===== config.mk =====
export PLATFORM = sky130hd
export DESIGN_NAME = change_dispenser
export DESIGN_NICKNAME = d
export VERILOG_FILES = /design/src/rtl/vend_pkg.sv /design/src/rtl/coin_select.sv /design/src/rtl/change_dispenser.sv
export SDC_FILE = /design/constraint.sdc
export NUM_CORES = 1
export LEC_CHECK = 0
export ABC_AREA = 1
export CORE_ASPECT_RATIO = 0.7
export CORE_MARGIN = 3
export CORE_UTILIZATION = 45
export CTS_CLUSTER_SIZE = 40
export DETAILED_ROUTE_END_ITERATION = 8
export GPL_TIMING_DRIVEN = 1
export PLACE_DENSITY = 0.73
export RECOVER_POWER = 50
export SLEW_MARGIN = 20
export SYNTH_ARGS = -nofsm -noshare
export SYNTH_HDL_FRONTEND = slang
export SYNTH_HIERARCHICAL = 1
export SYNTH_SLANG_ARGS = --single-unit

===== constraint.sdc =====
create_clock -name clk -period 2.65 [get_ports clk]
set_input_delay 0.6625 -clock clk [delete_from_list [all_inputs] [get_ports clk]]
set_output_delay 0.6625 -clock clk [all_outputs]
set_load 0.02 [all_outputs]

===== src/rtl/vend_pkg.sv =====
// Shared vending datapath definitions: coin encodings, limits,
// FSM state types and the coin value helper.
package vend_pkg;

    localparam logic [2:0] FIVE   = 3'b001;
    localparam logic [2:0] TEN    = 3'b010;
    localparam logic [2:0] TWENTY = 3'b100;

    localparam int MAX_MONEY = 60;

    typedef enum logic [2:0] {
        C_IDLE,
        C_COLLECT,
        C_VEND,
        C_RETURN_CHANGE
    } ctrl_state_t;

    typedef enum logic [2:0] {
        D_IDLE,
        D_CHECK,
        D_PICK,
        D_OFFER,
        D_FINISH
    } disp_state_t;

    function automatic logic [7:0] coin_value(input logic [2:0] c);
        logic [7:0] v;
        v = 8'd0;
        case (c)
            FIVE:    v = 8'd5;
            TEN:     v = 8'd10;
            TWENTY:  v = 8'd20;
            default: v = 8'd0;
        endcase
        return v;
    endfunction

endpackage


===== src/rtl/coin_select.sv =====
// Greedy coin chooser: largest coin that fits the amount and is in stock.
// Priority is 20, then 10, then 5; none flags that nothing qualifies.
module coin_select
    import vend_pkg::*;
#(
    parameter int CNT_W = 4
) (
    input  logic [7:0]       remaining,
    input  logic [CNT_W-1:0] stock_5,
    input  logic [CNT_W-1:0] stock_10,
    input  logic [CNT_W-1:0] stock_20,
    output logic [2:0]       coin,
    output logic             none
);

    logic fit_5;
    logic fit_10;
    logic fit_20;

    assign fit_20 = (remaining >= coin_value(TWENTY)) && (stock_20 != '0);
    assign fit_10 = (remaining >= coin_value(TEN))    && (stock_10 != '0);
    assign fit_5  = (remaining >= coin_value(FIVE))   && (stock_5  != '0);

    always_comb begin
        coin = 3'b000;
        none = 1'b0;
        if (fit_20) begin
            coin = TWENTY;
        end else if (fit_10) begin
            coin = TEN;
        end else if (fit_5) begin
            coin = FIVE;
        end else begin
            none = 1'b1;
        end
    end

endmodule


===== src/rtl/change_dispenser.sv =====
// Return-path change dispenser: pays a change amount one coin per ack,
// largest coin first, tracking per-denomination stock and shortfall.
module change_dispenser
    import vend_pkg::*;
#(
    parameter int INIT_5     = 4,
    parameter int INIT_10    = 4,
    parameter int INIT_20    = 4,
    parameter int CNT_W      = 4,
    parameter int MAX_AMOUNT = MAX_MONEY
) (
    input  logic             clk,
    input  logic             reset_n,
    input  logic             req_valid,
    input  logic [7:0]       req_amount,
    output logic             req_ready,
    output logic             coin_valid,
    output logic [2:0]       coin,
    input  logic             coin_ack,
    input  logic             refill,
    output logic             done,
    output logic             short,
    output logic [7:0]       remaining,
    output logic [CNT_W-1:0] stock_5,
    output logic [CNT_W-1:0] stock_10,
    output logic [CNT_W-1:0] stock_20
);

    localparam logic [CNT_W-1:0] S5_INIT  = CNT_W'(INIT_5);
    localparam logic [CNT_W-1:0] S10_INIT = CNT_W'(INIT_10);
    localparam logic [CNT_W-1:0] S20_INIT = CNT_W'(INIT_20);
    localparam logic [CNT_W-1:0] ONE      = CNT_W'(1);
    localparam logic [7:0]       MAX_AMT  = 8'(MAX_AMOUNT);

    disp_state_t state_q;
    disp_state_t state_d;

    logic [2:0] coin_q;
    logic [2:0] sel_coin;
    logic       sel_none;
    logic       accept;
    logic       take;
    logic       bad_amount;

    assign req_ready  = (state_q == D_IDLE);
    assign coin_valid = (state_q == D_OFFER);
    assign done       = (state_q == D_FINISH);
    assign coin       = coin_valid ? coin_q : 3'b000;

    assign accept = req_valid && req_ready;
    assign take   = coin_valid && coin_ack;

    // CHECK sees the freshly latched request in remaining.
    assign bad_amount = (remaining > MAX_AMT) ||
                        ((remaining % 8'd5) != 8'd0);

    coin_select #(
        .CNT_W(CNT_W)
    ) u_coin_select (
        .remaining(remaining),
        .stock_5  (stock_5),
        .stock_10 (stock_10),
        .stock_20 (stock_20),
        .coin     (sel_coin),
        .none     (sel_none)
    );

    always_ff @(posedge clk or negedge reset_n) begin
        if (!reset_n) begin
            state_q <= D_IDLE;
        end else begin
            state_q <= state_d;
        end
    end

    always_comb begin
        state_d = state_q;
        case (state_q)
            D_IDLE: begin
                if (accept) state_d = D_CHECK;
            end
            D_CHECK: begin
                state_d = bad_amount ? D_FINISH : D_PICK;
            end
            D_PICK: begin
                if (remaining == 8'd0 || sel_none) begin
                    state_d = D_FINISH;
                end else begin
                    state_d = D_OFFER;
                end
            end
            D_OFFER: begin
                if (coin_ack) state_d = D_PICK;
            end
            D_FINISH: begin
                state_d = D_IDLE;
            end
            default: state_d = D_IDLE;
        endcase
    end

    always_ff @(posedge clk or negedge reset_n) begin
        if (!reset_n) begin
            remaining <= 8'd0;
            short     <= 1'b0;
            coin_q    <= 3'b000;
            stock_5   <= S5_INIT;
            stock_10  <= S10_INIT;
            stock_20  <= S20_INIT;
        end else begin
            case (state_q)
                D_IDLE: begin
                    if (refill) begin
                        stock_5  <= S5_INIT;
                        stock_10 <= S10_INIT;
                        stock_20 <= S20_INIT;
                    end
                    if (accept) begin
                        remaining <= req_amount;
                        short     <= 1'b0;
                    end
                end
                D_CHECK: begin
                    if (bad_amount) short <= 1'b1;
                end
                D_PICK: begin
                    if (remaining != 8'd0) begin
                        if (sel_none) begin
                            short <= 1'b1;
                        end else begin
                            coin_q <= sel_coin;
                        end
                    end
                end
                D_OFFER: begin
                    if (take) begin
                        remaining <= remaining - coin_value(coin_q);
                        if (coin_q[0]) stock_5  <= stock_5  - ONE;
                        if (coin_q[1]) stock_10 <= stock_10 - ONE;
                        if (coin_q[2]) stock_20 <= stock_20 - ONE;
                    end
                end
                default: begin
                end
            endcase
        end
    end

endmodule

==> results.py <==
metrics = {
    "setup_path": {
        "path_class": "register to register",
        "crit_path_frequent_cell": "nand2_4",
        "crit_family": "simple AND/OR/NAND/NOR gates",
        "required_ns": 2.87,
        "crit_slowest_cell": "dfrtp_2",
        "rr_worst_depth": 26,
        "crit_cells": 26,
        "worst_path_largest_cell_delay_ns": 0.46,
        "reg2reg_to": "state_q[1]",
        "critical_path_buf_inv_count": 3,
        "worst-r2r-setup-slack_ns": -0.24,
        "endpoint_kind": "register",
        "path_max_fanout": 5,
        "cp.arrival_ns": 3.11,
        "start_kind": "register",
        "r2r_start": "remaining[6]",
    },
    "cells_and_area": {
        "fillers": 397,
        "drive_above_1_share": 0.259,
        "final_cells": 475,
        "nNetsFinal": 434,
        "fin_area_um2": 3200,
        "n_antenna_cell": 0,
        "area_growth_pct": 42.5,
    },
    "clocking": {
        "cts_buffers": 3,
        "hold_buffers": 0,
        "cts.sinks": 27,
        "insertion_delay_ns": 0.27,
        "clk_path_buf_depth": 2,
        "clk_pin_slew_worst_paths_ns": 0.09,
        "cts-root-buf": "clkbuf_8",
        "ctsHtreeMaxLevel": 1,
        "cts_tree": "built",
    },
    "floorplanning": {
        "die_w_um": 90.4,
        "num_io_pins": 40,
        "start_util": 0.490,
        "core_um2": 4580,
        "die_area_um2": 5890,
        "dieHeight_um": 65.1,
        "rows": 20,
    },
    "route": {
        "wirelength_um": 6400,
        "drt-initial-drc-count": 155,
        "ant_nets": 0,
        "drt_drc_violations_left": 0,
        "num_vias": 2419,
        "post_drt_wl_per_cell_um": 13.5,
        "via_per_inst": 5.09,
        "dr.pass1.iters": 4,
    },
    "hold_path": {
        "holdPathStages": 2,
        "min_path_type": "register to register",
        "hold_start": "short",
        "holdPathEnd": "short",
    },
    "timing": {
        "fin_ws_ns": -0.239,
        "slew_viol_final": 0,
        "tightest_slew_ns": 1.49,
        "finClkSkew_ns": 0.00166,
        "hold_violations": 0,
        "rsz0062_at_grt": "yes",
        "finalCriticalPeriod_ns": 2.89,
        "setup_viol": 3,
        "setup_tns_ns": -0.609,
        "max_freq_mhz": 346,
        "fin_crit_sh": 1.09,
        "slew_headroom": 0.00500,
    },
    "global_routing": {
        "antenna_found_initial": 0,
        "grt_pass1_wl_um": 10400,
        "grt_max_degree": 28,
        "grt_pass1_vias": 2232,
        "grt_overflow": 0,
        "grt_usage": 0.218,
    },
    "run": {
        "maxCapViolations": 0,
    },
    "outcome": {
        "failed_checks": "negative setup slack",
        "outcome": "finished with violations",
    },
    "place": {
        "dp.cells": 455,
        "io_buffers": 39,
        "pre_cts_ws_ns": -0.151,
        "placed_area_um2": 2910,
        "gp_congestion": 0.867,
        "place_hpwl_um": 4480,
    },
    "logic_synthesis": {
        "avgSynthCellArea_um2": 6.72,
        "yosys_warnings": 6,
        "synth_cell_types": 34,
        "yosysSeqAreaShare": 0.303,
        "ys_ff_latch": 27,
        "synth_cells": 334,
        "syn_nets": 358,
        "syn_area_um2": 2240,
    },
}
[worst max path at each step]
| stage | start | to | slack (ns) |
|---|---|---|---|
| 2_1_floorplan | remaining[5] | short | -0.15 |
| 3_3_place_gp | remaining[7] | short | -0.05 |
| 3_5_place_dp | remaining[7] | short | -0.15 |
| 4_1_cts | remaining[6] | short | -0.08 |
| 5_1_grt | remaining[6] | state_q[1] | -0.43 |
| 6_report | remaining[6] | state_q[1] | -0.24 |
[layout make-up]
type                       count  area [um^2]  share of cell area
clock buffer                   4         45.0              0.0141
multi-input combinational    248         1510               0.472
inverter                      54          213              0.0665
timing repair buffer          76          664               0.208
sequential                    27          684               0.214
tap                           66         82.6              0.0258
[sequential cells by signal, summed over array words and instances (netlist names)]
name,count
coin_q,3
remaining,8
short,1
state_q,3
stock_10,4
stock_20,4
stock_5,4
[through the flow]
stage	util	hold WS [ns]
2_1_floorplan	-	0.367
3_3_place_gp	0.635	0.470
3_5_place_dp	0.635	0.480
4_1_cts	0.671	0.503
5_1_grt	0.698	0.521
6_report	0.698	0.498
[Yosys cell counts]
library cell  count  area [um^2]
nand4_2           1         12.5
nand3_2           5         50.1
clkinv_1          1         3.75
o22ai_1          10         62.6
a21o_1            1         7.51
buf_4             2         15.0
o211ai_1          5         37.5
nor2_1           39          146
nor3_1            5         25.0
a211oi_1          1         7.51
inv_1            47          176
nand2_4           4         45.0
dfstp_2           3         78.8
xor2_1            3         26.3
or2_2             2         12.5
nand2_2          12         75.1
fa_1              1         20.0
o31ai_1           2         15.0
and2_1            1         6.26
ha_1             10          125
nor4_1            1         6.26
clkbuf_1          3         11.3
dfrtp_1          24          601
nand4_1           5         31.3
nor2_2            2         12.5
inv_2             6         22.5
nand3_1          18         90.1
o21ai_1           5         25.0
o21ai_0          24          120
nand2_1          77          289
nand3_4           1         17.5
a21oi_1          11         55.1
a31oi_1           1         6.26
o221ai_1          1         8.76
[repair_timing]
item | in CTS | in global routing
pin swaps | 20 | 8
gates resized for setup | 11 | 27
setup buffers | 12 | 4
endpoints found under the setup margin | 5 | 7
[per-layer routing]
layer,wire length [um],global-route usage,part of all wire,up-vias
li1,-,-,-,1235
met1,3070,0.311,0.48,1106
met2,2910,0.353,0.45,72
met3,367,0.0378,0.057,6
met4,53,0.0363,0.0083,0
met5,0,0,0,-
[kinds of logic (layout without fill, tap and decap cells)]
kind of cell,count (synthesis),count (layout),share of synthesized area
buffers and inverters,59,134,0.102
and+or+nand+nor,173,173,0.365
AOI/OAI and AO/OA,61,61,0.154
adders and majority gates,11,11,0.0647
DFF,27,27,0.303
xor gates and xnor gates,3,3,0.0117
[placed cells by master, fill, tap and decap left out, types with 2 or more instances in the layout]
cell type and n:
nand2_1 67, inv_1 43, xor2_1 3, o211ai_1 5, dlymetal6s2s_1 2, dlygate4sd2_1 2, nor3_2 2, dlygate4sd3_1 6
o21ai_0 24, inv_4 4, dfrtp_2 4, o31ai_1 2, nand3_1 12, buf_4 35, nor2_2 2, nand3_4 4
ha_1 9, o22ai_1 10, nor3_1 2, inv_2 7, nand3_2 8, clkbuf_1 2, nand4_1 5, nand2_2 13
a21oi_1 10, dfstp_2 3, nor2_1 39, nand2_4 12, clkbuf_8 3, o21ai_1 4, or2_2 2, clkdlybuf4s50_1 29
dfrtp_1 20
[worst min-delay path, stage by stage (launching register included)]
cell and delay (ns):
dfrtp_1 0.36, nand2_1 0.06, nand2_1 0.05
Power is left out: the tool's default activity adds up to more than one toggle a clock period on the data nets, which glitch-free logic cannot reach.
